[src/rtl/ulpi_link_fsm.sv]
// ULPI link-side controller: bus turnaround, RX CMD / RX data capture and
// a single-packet transmitter (TX CMD byte followed by TX_BYTES payload bytes).
//
// state    | meaning
// ---------+---------------------------------------------------------------
// IDLE     | link owns the bus, nothing on it; launches a pending packet
// TURN     | bus turnaround after a dir edge, bus ignored / driven 0x00
// RX       | PHY owns the bus; nxt=0 -> RX CMD byte, nxt=1 -> data byte
// TX_CMD   | drive {4'b0100, pid} until PHY accepts with nxt
// TX_DATA  | drive payload byte[index], advance on nxt
// TX_STP   | one cycle of stp with 0x00, packet complete
module ulpi_link_fsm #(
   parameter int TX_BYTES   = 66,
   parameter int TURNAROUND = 1
) (
   input  logic                  clk,
   input  logic                  n_rst,
   input  logic                  dir,
   input  logic                  nxt,
   input  logic [7:0]            data_in,
   output logic [7:0]            data_out,
   output logic                  stp,
   input  logic                  shift_out,
   input  logic [3:0]            tx_pid,
   input  logic [TX_BYTES*8-1:0] internal_data_in,
   output logic                  tx_busy,
   output logic                  tx_done,
   output logic                  tx_aborted,
   output logic                  new_byte,
   output logic [7:0]            internal_data_out,
   output logic [7:0]            rx_cmd,
   output logic                  rx_cmd_valid,
   output logic                  rx_active
);

   localparam int IW = (TX_BYTES > 1) ? $clog2(TX_BYTES) : 1;
   localparam logic [IW-1:0] LAST_IDX  = IW'(TX_BYTES - 1);
   localparam logic [1:0]    TURN_LOAD = 2'(TURNAROUND - 1);

   localparam logic [2:0] S_IDLE    = 3'd0;
   localparam logic [2:0] S_TURN    = 3'd1;
   localparam logic [2:0] S_RX      = 3'd2;
   localparam logic [2:0] S_TX_CMD  = 3'd3;
   localparam logic [2:0] S_TX_DATA = 3'd4;
   localparam logic [2:0] S_TX_STP  = 3'd5;

   logic [2:0]            state;
   logic                  dir_q;
   logic [1:0]            turn_cnt;
   logic [IW-1:0]         idx;
   logic                  pending;
   logic [3:0]            pid_q;
   logic [TX_BYTES*8-1:0] payload_q;
   logic [7:0]            tx_byte;
   logic                  dir_edge;
   logic                  in_tx;
   logic                  accept;

   assign dir_edge = dir ^ dir_q;
   assign in_tx    = (state == S_TX_CMD) || (state == S_TX_DATA) || (state == S_TX_STP);
   // A new request is only taken when the single request slot is free and
   // no packet is on the wire.
   assign accept   = shift_out && !pending && !in_tx;

   // Payload byte selected by the transmit index; byte 0 sits in the MSBs.
   always_comb begin
      tx_byte = 8'h00;
      for (int i = 0; i < TX_BYTES; i++) begin
         if (idx == IW'(i)) tx_byte = payload_q[(TX_BYTES-1-i)*8 +: 8];
      end
   end

   // Outputs that are pure functions of the current state.
   always_comb begin
      data_out = 8'h00;
      case (state)
         S_TX_CMD:  data_out = {4'b0100, pid_q};
         S_TX_DATA: data_out = tx_byte;
         default:   data_out = 8'h00;
      endcase
      stp       = (state == S_TX_STP);
      tx_done   = (state == S_TX_STP);
      rx_active = (state == S_RX);
      tx_busy   = pending || in_tx;
   end

   // Link state machine, request slot, turnaround timer and RX capture.
   always_ff @(posedge clk or negedge n_rst) begin
      if (!n_rst) begin
         state             <= S_IDLE;
         dir_q             <= 1'b0;
         turn_cnt          <= 2'd0;
         idx               <= '0;
         pending           <= 1'b0;
         pid_q             <= 4'h0;
         payload_q         <= '0;
         tx_aborted        <= 1'b0;
         new_byte          <= 1'b0;
         rx_cmd_valid      <= 1'b0;
         rx_cmd            <= 8'h00;
         internal_data_out <= 8'h00;
      end else begin
         dir_q        <= dir;
         tx_aborted   <= 1'b0;
         new_byte     <= 1'b0;
         rx_cmd_valid <= 1'b0;

         if (accept) begin
            pending   <= 1'b1;
            pid_q     <= tx_pid;
            payload_q <= internal_data_in;
         end

         case (state)
            S_IDLE: begin
               if (dir_edge) begin
                  state    <= S_TURN;
                  turn_cnt <= TURN_LOAD;
               end else if (pending && !dir) begin
                  state   <= S_TX_CMD;
                  pending <= 1'b0;
                  idx     <= '0;
               end
            end
            S_TURN: begin
               if (dir_edge) begin
                  turn_cnt <= TURN_LOAD;
               end else if (turn_cnt == 2'd0) begin
                  state <= dir ? S_RX : S_IDLE;
               end else begin
                  turn_cnt <= turn_cnt - 2'd1;
               end
            end
            S_RX: begin
               if (dir_edge) begin
                  state    <= S_TURN;
                  turn_cnt <= TURN_LOAD;
               end else if (nxt) begin
                  internal_data_out <= data_in;
                  new_byte          <= 1'b1;
               end else begin
                  rx_cmd       <= data_in;
                  rx_cmd_valid <= 1'b1;
               end
            end
            S_TX_CMD, S_TX_DATA: begin
               if (dir) begin
                  // PHY grabbed the bus: drop the packet, no stp.
                  state      <= S_TURN;
                  turn_cnt   <= TURN_LOAD;
                  tx_aborted <= 1'b1;
                  idx        <= '0;
               end else if (nxt) begin
                  if (state == S_TX_CMD) begin
                     state <= S_TX_DATA;
                     idx   <= '0;
                  end else if (idx == LAST_IDX) begin
                     state <= S_TX_STP;
                     idx   <= '0;
                  end else begin
                     idx <= idx + IW'(1);
                  end
               end
            end
            S_TX_STP: begin
               if (dir_edge) begin
                  state    <= S_TURN;
                  turn_cnt <= TURN_LOAD;
               end else begin
                  state <= S_IDLE;
               end
            end
            default: state <= S_IDLE;
         endcase
      end
   end

endmodule

[config.mk]
export PLATFORM = sky130hd
export DESIGN_NAME = ulpi_link_fsm
export DESIGN_NICKNAME = d
export VERILOG_FILES = /design/src/rtl/ulpi_link_fsm.sv
export SDC_FILE = /design/constraint.sdc
export NUM_CORES = 1
export LEC_CHECK = 0
export ABC_AREA = 1
export BUFFER_PORTS_ARGS = -buffer_cell sky130_fd_sc_hd__clkbuf_2
export CAP_MARGIN = 20
export CORE_ASPECT_RATIO = 0.5
export CORE_UTILIZATION = 55
export DETAILED_ROUTE_END_ITERATION = 8
export PLACE_DENSITY = 0.78
export RECOVER_POWER = 100
export SYNTH_ARGS = -nofsm -noshare
export SYNTH_HDL_FRONTEND = slang
export SYNTH_SLANG_ARGS = --single-unit
[constraint.sdc]
create_clock -name clk -period 6.5 [get_ports clk]
set_clock_uncertainty 0.2 [all_clocks]
set_input_delay 1.3 -clock clk [delete_from_list [all_inputs] [get_ports clk]]
set_output_delay 1.3 -clock clk [all_outputs]
set_load 0.02 [all_outputs]
==> metrics.txt, run 1 <==
outcome finished, violations left; failing checks capacitance limit, slew limit, setup timing; Worst Setup SP idx[1]$_DFFE_PN0P_; min cycle time layout approximately 7.9 ns; # IOs roughly 580; Post-synth EDFFs 0; VDD IR max around 250 uV; chip width between 300 and 400 um; CTS Buf Count 50; die area a little over 50000 um2; Static Leakage approximately 17 nW; vias in the first global route about 24k; worst min-delay path class reg -> reg; Design Power 15.5 mW; clock latency on the worst-skew pair approximately 0.60 ns; Seq/Total Area, Yosys 0.512; crit path max fanout 4; Power Dens Cells 451 nW/um2; Final Cycle Share 1.21; Final GP Congestion 0.952; area of the multi-input gates 12300 um2; syn_area_per_cell just over 9 um2; CTS tree built; WL/cell between 15 and 20 um; H-tree depth 2; row count between 50 and 60; Hold Vio Cnt, Final 0; Synth Net Count approximately 3.5k; R2R cell count 8; Synth Instances a little under 3k; WP data required around 5.0 ns; max incr delay on CP about 0.46 ns; # hold bufs at CTS 0; startpoint types flop; CP max stage cell dfrtp_2; area delta synth->final 24.8%; unrepaired setup endpoints after global routing yes; Finished Core Util 0.703; Max-Cap Viols 6; Synth area leader dfrtp_1; first-pass GRT wire length around 130000 um; drt pass-1 iters 6; clock sink total roughly 570; Synth area leaders dfrtp_1, mux2_2, nand2_1; initial DRC count 1815; Vias 23.3k; largest buffer count on any clock path 3; Main synth FF type dfrtp_1; HPWL after DPL 60300 um; distinct cell type count after synthesis 35; worst slew pin tran between 5 and 6 ns; r2r startpoint state[0]$_DFFE_PN0P_; GRT overflow 0; Async SR Flop Fraction 1.00; final wirelength a little over 80000 um; initial core utilization 0.563; root buf cell clkbuf_16; Syn. warnings 0; most common cell after layout, fill and taps aside nand2_1; Pins Over Slew Limit around 680; Remaining DRCs 0; Setup crit end kind primary output; Register Area around 14000 um2; largest net degree at the start of global routing 149; #FFs+latches synth between 500 and 600; fmax between 100 and 150 MHz; r2r endpoint payload_q[421]$_DFFE_PN0P_; Worst EP arrival between 6 and 7 ns; Max transition margin -2.61; setup slack after layout -1.38 ns; clock-pin transition on the worst setup and hold timing paths around 0.07 ns; Setup-failing EPs final 8; Synth top area share 0.512; nets@finish ~4.2k; reg2reg setup slack 0.96 ns; chip height about 160 um; Port Buf Inserts about 580; Most common cell on crit path nand2_1; CP Capture Point data_out[4]; final antenna-violating net count 0; Via density 5.34; fraction of layout cells with a size suffix above 1 0.392; antenna violations before repair 38; most frequent cells in the layout nand2_1, dfrtp_1, clkbuf_2, mux2_2, inv_1; mapped cell area around 28000 um2; total core area 49000 um2; WS Path Type reg -> out; # fillers between 3k and 4k; Total GRT Usage 0.315
-- synthesized netlist by cell type, types with 2 or more instances --
cell type	count
o21ai_0	90
o211ai_1	7
buf_4	2
or2_0	4
a221oi_1	2
a21oi_1	239
nor3_1	13
o21ai_1	7
dfrtp_1	565
buf_1	5
nand2_2	3
clkbuf_1	101
buf_2	5
or2_2	35
clkinv_1	2
nor2_1	255
nor2_4	9
inv_2	9
nand3_1	81
inv_1	272
ha_1	5
nor2_2	4
nand4_1	3
buf_6	2
mux2_2	481
nand2_1	746
-- cell type report --
cell class,count,share of cell area
diodes,39,0.00283
inverters,283,0.0310
multi-input cells,1993,0.357
clock inverters,28,0.0108
well taps,649,0.0236
flip-flops and latches,565,0.411
repair buffers,745,0.125
clock buffers,61,0.0387
-- timing repair --
item / in CTS / in global routing
endpoints found under the setup margin: 8 / 8
pin swaps: 31 / 87
setup buffers: 18 / 10
gates resized for setup: 58 / 77
-- logic make-up (layout without fill, tap and decap cells) --
kind of cell / after synthesis / after routing / share of synthesized area
buffers and inverters: 398 / 1117 / 0.0552
adders and majority gates: 5 / 5 / 0.00227
and+or+nand+nor: 1159 / 1159 / 0.170
other: 0 / 39 / 0
muxes: 481 / 481 / 0.196
DFF: 565 / 565 / 0.512
AOI/OAI and AO/OA: 347 / 347 / 0.0640
xor gates and xnor gates: 1 / 1 / 0.000317
-- state kept, by name, summed over array words and instances (netlist names) --
name,cells
state,3
new_byte,1
pending,1
rx_cmd,8
pid_q,4
dir_q,1
rx_cmd_valid,1
internal_data_out,8
payload_q,528
tx_aborted,1
turn_cnt,2
idx,7
-- critical path, delay by kind of cell, from the launching register on --
| kind | cells | cell delay [ns] |
|---|---|---|
| DFF | 1 | 0.46 |
| buffers and inverters | 4 | 0.46 |
| AOI/OAI and AO/OA | 2 | 0.21 |
| and+or+nand+nor | 70 | 4.47 |
| adders and majority gates | 1 | 0.15 |
-- per-layer routing --
metal	wire, um	up-vias	global-route usage
met1	32800	11307	0.399
met2	40000	757	0.512
met4	4940	2	0.207
li1	-	10960	-
met5	9	-	0
met3	3790	262	0.0417
-- power by group --
part / internal, mW / switching, mW / total (mW)
Sequential: 5.30 / 1.05 / 6.35
Combinational: 2.98 / 3.03 / 6.01
Clock: 1.79 / 1.39 / 3.17
-- worst min-delay path by stage --
stage                                      from                          endpoint  slack [ns]  cells past startpoint
2_1_floorplan        payload_q[498]$_DFFE_PN0P_        payload_q[498]$_DFFE_PN0P_        0.27                      1
4_1_cts                   rx_cmd[7]$_DFFE_PN0P_             rx_cmd[7]$_DFFE_PN0P_        0.30                      2
5_1_grt        internal_data_out[4]$_DFFE_PN0P_  internal_data_out[4]$_DFFE_PN0P_        0.31                      2
6_report       internal_data_out[4]$_DFFE_PN0P_  internal_data_out[4]$_DFFE_PN0P_        0.29                      2
3_5_place_dp              rx_cmd[2]$_DFFE_PN0P_             rx_cmd[2]$_DFFE_PN0P_        0.28                      2
3_3_place_gp              rx_cmd[1]$_DFFE_PN0P_             rx_cmd[1]$_DFFE_PN0P_        0.27                      2
-- stage by stage --
stage | TNS (ns) | hold WS [ns] | worst slack, ns | instances | instance area (um2)
4_1_cts | -9.55 | 0.295 | -1.26 | 4315 | 34100
5_1_grt | -242.15 | 0.309 | -2.07 | 4362 | 34400
6_report | -10.00 | 0.291 | -1.38 | 4363 | 34400
2_1_floorplan | 0 | 0.271 | 0.473 | 2956 | 27600
3_3_place_gp | -3.89 | 0.269 | -0.680 | 4208 | 32100
3_5_place_dp | -4.56 | 0.281 | -0.779 | 4208 | 32100
No activity file was read; power rests on OpenSTA's default activity.
==> run 2, diff against run 1 <==
--- a/config.mk
+++ b/config.mk
@@ -6,12 +6,12 @@
 export NUM_CORES = 1
 export LEC_CHECK = 0
 export ABC_AREA = 1
-export BUFFER_PORTS_ARGS = -buffer_cell sky130_fd_sc_hd__clkbuf_2
 export CAP_MARGIN = 20
 export CORE_ASPECT_RATIO = 0.5
 export CORE_UTILIZATION = 55
 export DETAILED_ROUTE_END_ITERATION = 8
-export PLACE_DENSITY = 0.78
+export DONT_BUFFER_PORTS = 1
+export PLACE_DENSITY = 0.68
 export RECOVER_POWER = 100
 export SYNTH_ARGS = -nofsm -noshare
 export SYNTH_HDL_FRONTEND = slang
==> metrics.txt, run 2 (synthesis gave the netlist of run 1 again) <==
chip height 160 um (unchanged); antenna violations before repair 50 (+32%); WS Path Type reg -> out; Final GP Congestion 0.913 (-4.2%); startpoint types flop; Area after DPL 29300 um2 (-8.7%); Register Area 14100 um2 (about the same); worst slew pin tran 3.42 ns (-2.00 ns); WP data required 5.00 ns (about the same); Max-Cap Viols 5 (-1); fraction of layout cells with a size suffix above 1 0.288 (-0.104); unrepaired setup endpoints after global routing yes; crit path max fanout 5 (+1); final antenna-violating net count 0 (unchanged); fmax 126 MHz (-0.55%); Placement Setup Slack -0.855 ns (-0.0766 ns); area delta synth->final 14.2%; Finished Core Util 0.643 (-0.0593); Most common cell on crit path nand2_1; CTS tree built; worst min-delay path class in -> async; setup slack after layout -1.42 ns (-0.0435 ns); outcome finished, violations left; die area 51100 um2 (unchanged); root buf cell clkbuf_16; H-tree depth 2 (unchanged); Final Cycle Share 1.22 (+0.00670); VDD IR max 289 uV (+14%); Reg with most FFs payload_q; largest net degree at the start of global routing 566 (+280%); row count 57 (unchanged); Max transition margin -1.28 (+1.33); most common cell after layout, fill and taps aside nand2_1; Remaining DRCs 0 (unchanged); HPWL after DPL 56000 um (-7.1%); initial core utilization 0.563 (unchanged); GRT overflow 0 (unchanged); vias in the first global route 20.9k (-11%); Fin Hold WS 0.215 ns (-0.0760 ns); Power Dens Cells 476 nW/um2 (+5.4%); largest buffer count on any clock path 3 (unchanged); drt pass-1 iters 5 (-1); r2r startpoint state[0]$_DFFE_PN0P_; area of the multi-input gates 12300 um2 (+0.11%); Static Leakage 14.9 nW (-14%); Total GRT Usage 0.292 (-0.0223); # fillers 4053 (+11%); most frequent cells in the layout nand2_1, dfrtp_1, mux2_2, inv_1, nor2_1; # IOs 576 (unchanged); clock sink total 565 (unchanged); clock-pin transition on the worst setup and hold timing paths 0.06 ns (about the same); Largest register FFs 528 (unchanged); CP max stage cell dfrtp_1; total core area 49000 um2 (unchanged); Port Buf Inserts 0 (-100%); Setup TNS Final -10.09 ns (-0.0921 ns); CTS Buf Count 51 (+2.0%); R2R cell count 8 (unchanged); biggest registers after layout payload_q (528), internal_data_out (8), rx_cmd (8); Design Power 15.0 mW (-3.5%); Placed Cells incl. Taps 3650 (-13%); nets@finish 3625 (-13%); r2r endpoint payload_q[75]$_DFFE_PN0P_; failing checks capacitance limit, slew limit, setup timing; Design Area, Final 31500 um2 (-8.4%); Vias 20.9k (-10%); chip width 319 um (unchanged); initial DRC count 1742 (-4.0%); WL/cell 20.2 um (+8.1%); Worst EP arrival 6.42 ns (+0.04 ns); Setup crit end kind primary output; min cycle time layout 7.92 ns (+0.0435 ns); fin cells 3806 (-13%); Setup-failing EPs final 8 (unchanged); max incr delay on CP 0.42 ns (-0.04 ns); final wirelength 76800 um (-5.7%); clock latency on the worst-skew pair 0.59 ns (about the same); Pins Over Slew Limit 953 (+41%); Via density 5.50 (+3.0%); Hold Vio Cnt, Final 0 (unchanged); reg2reg setup slack 1.15 ns (+0.19 ns); first-pass GRT wire length 117000 um (-7.2%)
[run 2: changes by cell type in the layout (fill, tap and decap cells not counted), sizes merged]
| cell | before | now |
|---|---|---|
| bufinv | 8 | 2 |
| clkbuf | 640 | 79 |
| clkinv | 15 | 11 |
| clkinvlp | 4 | 3 |
| inv | 284 | 283 |
| diode | 39 | 46 |
| buf | 166 | 175 |
[run 2: timing repair]
item | 4_1_cts | 5_1_grt
hold buffers | 0 | 0
resized for setup | 46 | 77
pin swaps | 27 | 144
endpoints found under the hold margin | 0 | 0
endpoints found under the setup margin | 8 | 8
gates cloned | 0 | 0
setup buffers | 13 | 10
[run 2: worst max-delay path: cells and delay by family, from the launching register on]
kind / cells / cell delay, ns
simple gates: 68 / 4.80
compound gates: 3 / 0.26
buf+inv: 3 / 0.39
flops: 1 / 0.42
[run 2: power by group]
part	leakage, nW	switching [mW]	internal (mW)
Clock	0.782	1.35	1.63
Sequential	6.65	1.11	5.30
Combinational	7.44	2.78	2.82
Total	14.9	5.25	9.75
[run 2: final cells by class]
cell class / count / share of cell area
sequential: 565 / 0.448
tap: 649 / 0.0258
clock inverter: 16 / 0.00472
multi-input combinational: 1993 / 0.391
antenna: 46 / 0.00365
timing repair buffer: 181 / 0.0467
inverter: 283 / 0.0339
clock buffer: 73 / 0.0460
[run 2: how the worst max path moves through the flow]
stage,cells past startpoint,start,slack (ns),endpoint
2_1_floorplan,72,idx[1]$_DFFE_PN0P_,0.47,data_out[4]
3_3_place_gp,79,idx[1]$_DFFE_PN0P_,-0.78,data_out[3]
3_5_place_dp,69,idx[0]$_DFFE_PN0P_,-0.86,data_out[0]
4_1_cts,69,idx[0]$_DFFE_PN0P_,-1.33,data_out[0]
5_1_grt,74,idx[3]$_DFFE_PN0P_,-2.01,data_out[4]
6_report,74,idx[3]$_DFFE_PN0P_,-1.42,data_out[4]
[run 2: layer usage]
layer / global-route usage / wire, um
met3: 0.0552 / 4390
met1: 0.380 / 31700
met5: 0 / 67
met4: 0.130 / 2570
met2: 0.480 / 38100
==> run 3, diff against run 2 <==
--- a/config.mk
+++ b/config.mk
@@ -7,7 +7,7 @@
 export LEC_CHECK = 0
 export ABC_AREA = 1
 export CAP_MARGIN = 20
-export CORE_ASPECT_RATIO = 0.5
+export CORE_ASPECT_RATIO = 2
 export CORE_UTILIZATION = 55
 export DETAILED_ROUTE_END_ITERATION = 8
 export DONT_BUFFER_PORTS = 1
==> metrics.txt, run 3 (synthesis gave the netlist of run 1 again) <==
CTS tree built; GRT overflow 0 (unchanged); CP max stage cell dfrtp_1; Design Area, Final 31800 um2 (+0.75%); crit path max fanout 4 (-1); total core area 49400 um2 (+0.73%); R2R cell count 6 (-2); Final Cycle Share 1.23 (+0.00837); Cell Int Power 9.86 mW (+1.2%); clock power share 0.203 (+0.004); drt pass-1 iters 8 (+3); CP top delay family simple AND/OR/NAND/NOR gates; worst slew pin tran 3.13 ns (-0.289 ns); vias in the first global route 22.4k (+7.1%); Area after DPL 29300 um2 (-0.13%); Setup-failing EPs final 8 (unchanged); first-pass GRT wire length 127000 um (+8.6%); Total GRT Usage 0.324 (+0.0322); final antenna-violating net count 0 (unchanged); Vias 21.2k (+1.5%); Placement Setup Slack -1.22 ns (-0.360 ns); largest net degree at the start of global routing 566 (unchanged); VDD IR max 306 uV (+5.9%); setup slack after layout -1.48 ns (-0.0544 ns); Design Power 15.4 mW (+2.8%); WS Path Type reg -> out; CTS Buf Count 50 (-2.0%); Hold Vio Cnt, Final 0 (unchanged); buffers and inverters on the worst path 3 (unchanged); Remaining DRCs 0 (unchanged); sequential share of power 0.420 (-0.008); Static Leakage 14.9 nW (+0.48%); max incr delay on CP 0.42 ns (about the same); r2r endpoint payload_q[313]$_DFFE_PN0P_; area delta synth->final 15.1%; Finished Core Util 0.644 (about the same); startpoint types flop; root buf cell clkbuf_16; worst min-delay path class in -> async; WL/cell 22.1 um (+9.3%); Worst EP arrival 6.48 ns (+0.06 ns); WP data required 5.00 ns (about the same); initial core utilization 0.559 (-0.00408); clock latency on the worst-skew pair 0.60 ns (about the same); Fin Hold WS 0.208 ns (-0.00688 ns); most common cell after layout, fill and taps aside nand2_1; # hold bufs at CTS 0 (unchanged); chip height 319 um (+99%); nets@finish 3619 (-0.17%); fraction of layout cells with a size suffix above 1 0.305 (+0.0173); # IOs 576 (unchanged); Final GP Congestion 0.970 (+6.3%); unrepaired setup endpoints after global routing yes; reg2reg setup slack 0.17 ns (-0.98 ns); largest buffer count on any clock path 3 (unchanged); Via density 5.60 (+1.9%); most frequent cells in the layout nand2_1, dfrtp_1, mux2_2, inv_1, nor2_1; Largest register FFs 528 (unchanged); Pins Over Slew Limit 334 (-65%); initial DRC count 1601 (-8.1%); Port Buf Inserts 0 (unchanged); biggest registers after layout payload_q (528), internal_data_out (8), rx_cmd (8); failing checks capacitance limit, slew limit, setup timing; r2r startpoint state[2]$_DFFE_PN0P_; outcome finished, violations left; Power Dens Cells 485 nW/um2 (+2.1%); chip width 160 um (-50%); Sw Share 0.360 (+0.0105); clock sink total 565 (unchanged); Reg with most FFs payload_q; switching pwr 5.56 mW (+5.9%); Setup crit end kind primary output; antenna violations before repair 53 (+6.0%); Max-Cap Viols 2 (-3); H-tree depth 2 (unchanged); HPWL after DPL 62700 um (+12%); fmax 125 MHz (-0.68%); Max transition margin -1.09 (+0.186); final wirelength 83600 um (+8.8%); Most common cell on crit path nand2_1; clock-pin transition on the worst setup and hold timing paths 0.07 ns (about the same); min cycle time layout 7.98 ns (+0.0544 ns); row count 115 (+100%); Combinational Power Share 0.377 (+0.004); die area 51100 um2 (unchanged)
[run 3: routing by layer]
metal  GRT usage  wire length (um)
met4       0.178              4440
met5           0               182
met1       0.336             28600
met3      0.0770              5730
met2       0.594             44700
[run 3: repair_timing]
item	4_1_cts	5_1_grt
setup endpoints to repair	8	8
buffers inserted	10	12
gates resized for setup	108	72
pin swaps	43	83
gates cloned	0	0
[run 3: worst register-to-register path, stage by stage, from the launching register on]
cell,delay (ns)
dfrtp_1,0.49
inv_1,0.10
nor3_1,1.27
nor2_1,0.30
nand3_1,2.20
buf_6,1.09
mux2_2,0.56
[run 3: per-stage QoR]
stage               instances  TNS, ns
floorplan                2956        0
global placement         3639    -6.47
detailed placement       3639    -7.00
CTS                      3737   -10.74
global route             3784   -32.33
finish                   3789   -10.60
[run 3: how the worst max path moves through the flow]
stage                       start          end  cells after the start
2_1_floorplan  idx[1]$_DFFE_PN0P_  data_out[4]                     72
3_3_place_gp   idx[1]$_DFFE_PN0P_  data_out[3]                     80
3_5_place_dp   idx[1]$_DFFE_PN0P_  data_out[3]                     80
4_1_cts        idx[1]$_DFFE_PN0P_  data_out[3]                     80
5_1_grt        idx[0]$_DFFE_PN0P_  data_out[4]                     77
6_report       idx[0]$_DFFE_PN0P_  data_out[3]                     80
[run 3: power groups by stage]
stage	logic, mW	clock network (mW)	registers (mW)
final	5.81	3.13	6.48
after global routing	6.41	3.29	6.62
after CTS	5.63	3.18	6.44
after detailed placement	5.33	0	6.48
after global placement	5.17	0	6.42
after floorplan	4.08	0	5.97
[run 3: layout make-up]
| class | instances | area, um2 |
|---|---|---|
| Fill cell | 4071 | 17600 |
| Tap cell | 643 | 805 |
| Inverter | 283 | 1070 |
| Sequential cell | 565 | 14100 |
| Clock buffer | 68 | 1430 |
| Clock inverter | 20 | 268 |
| Multi-Input combinational cell | 1993 | 12500 |
| Antenna cell | 41 | 103 |
| Timing Repair Buffer | 176 | 1470 |
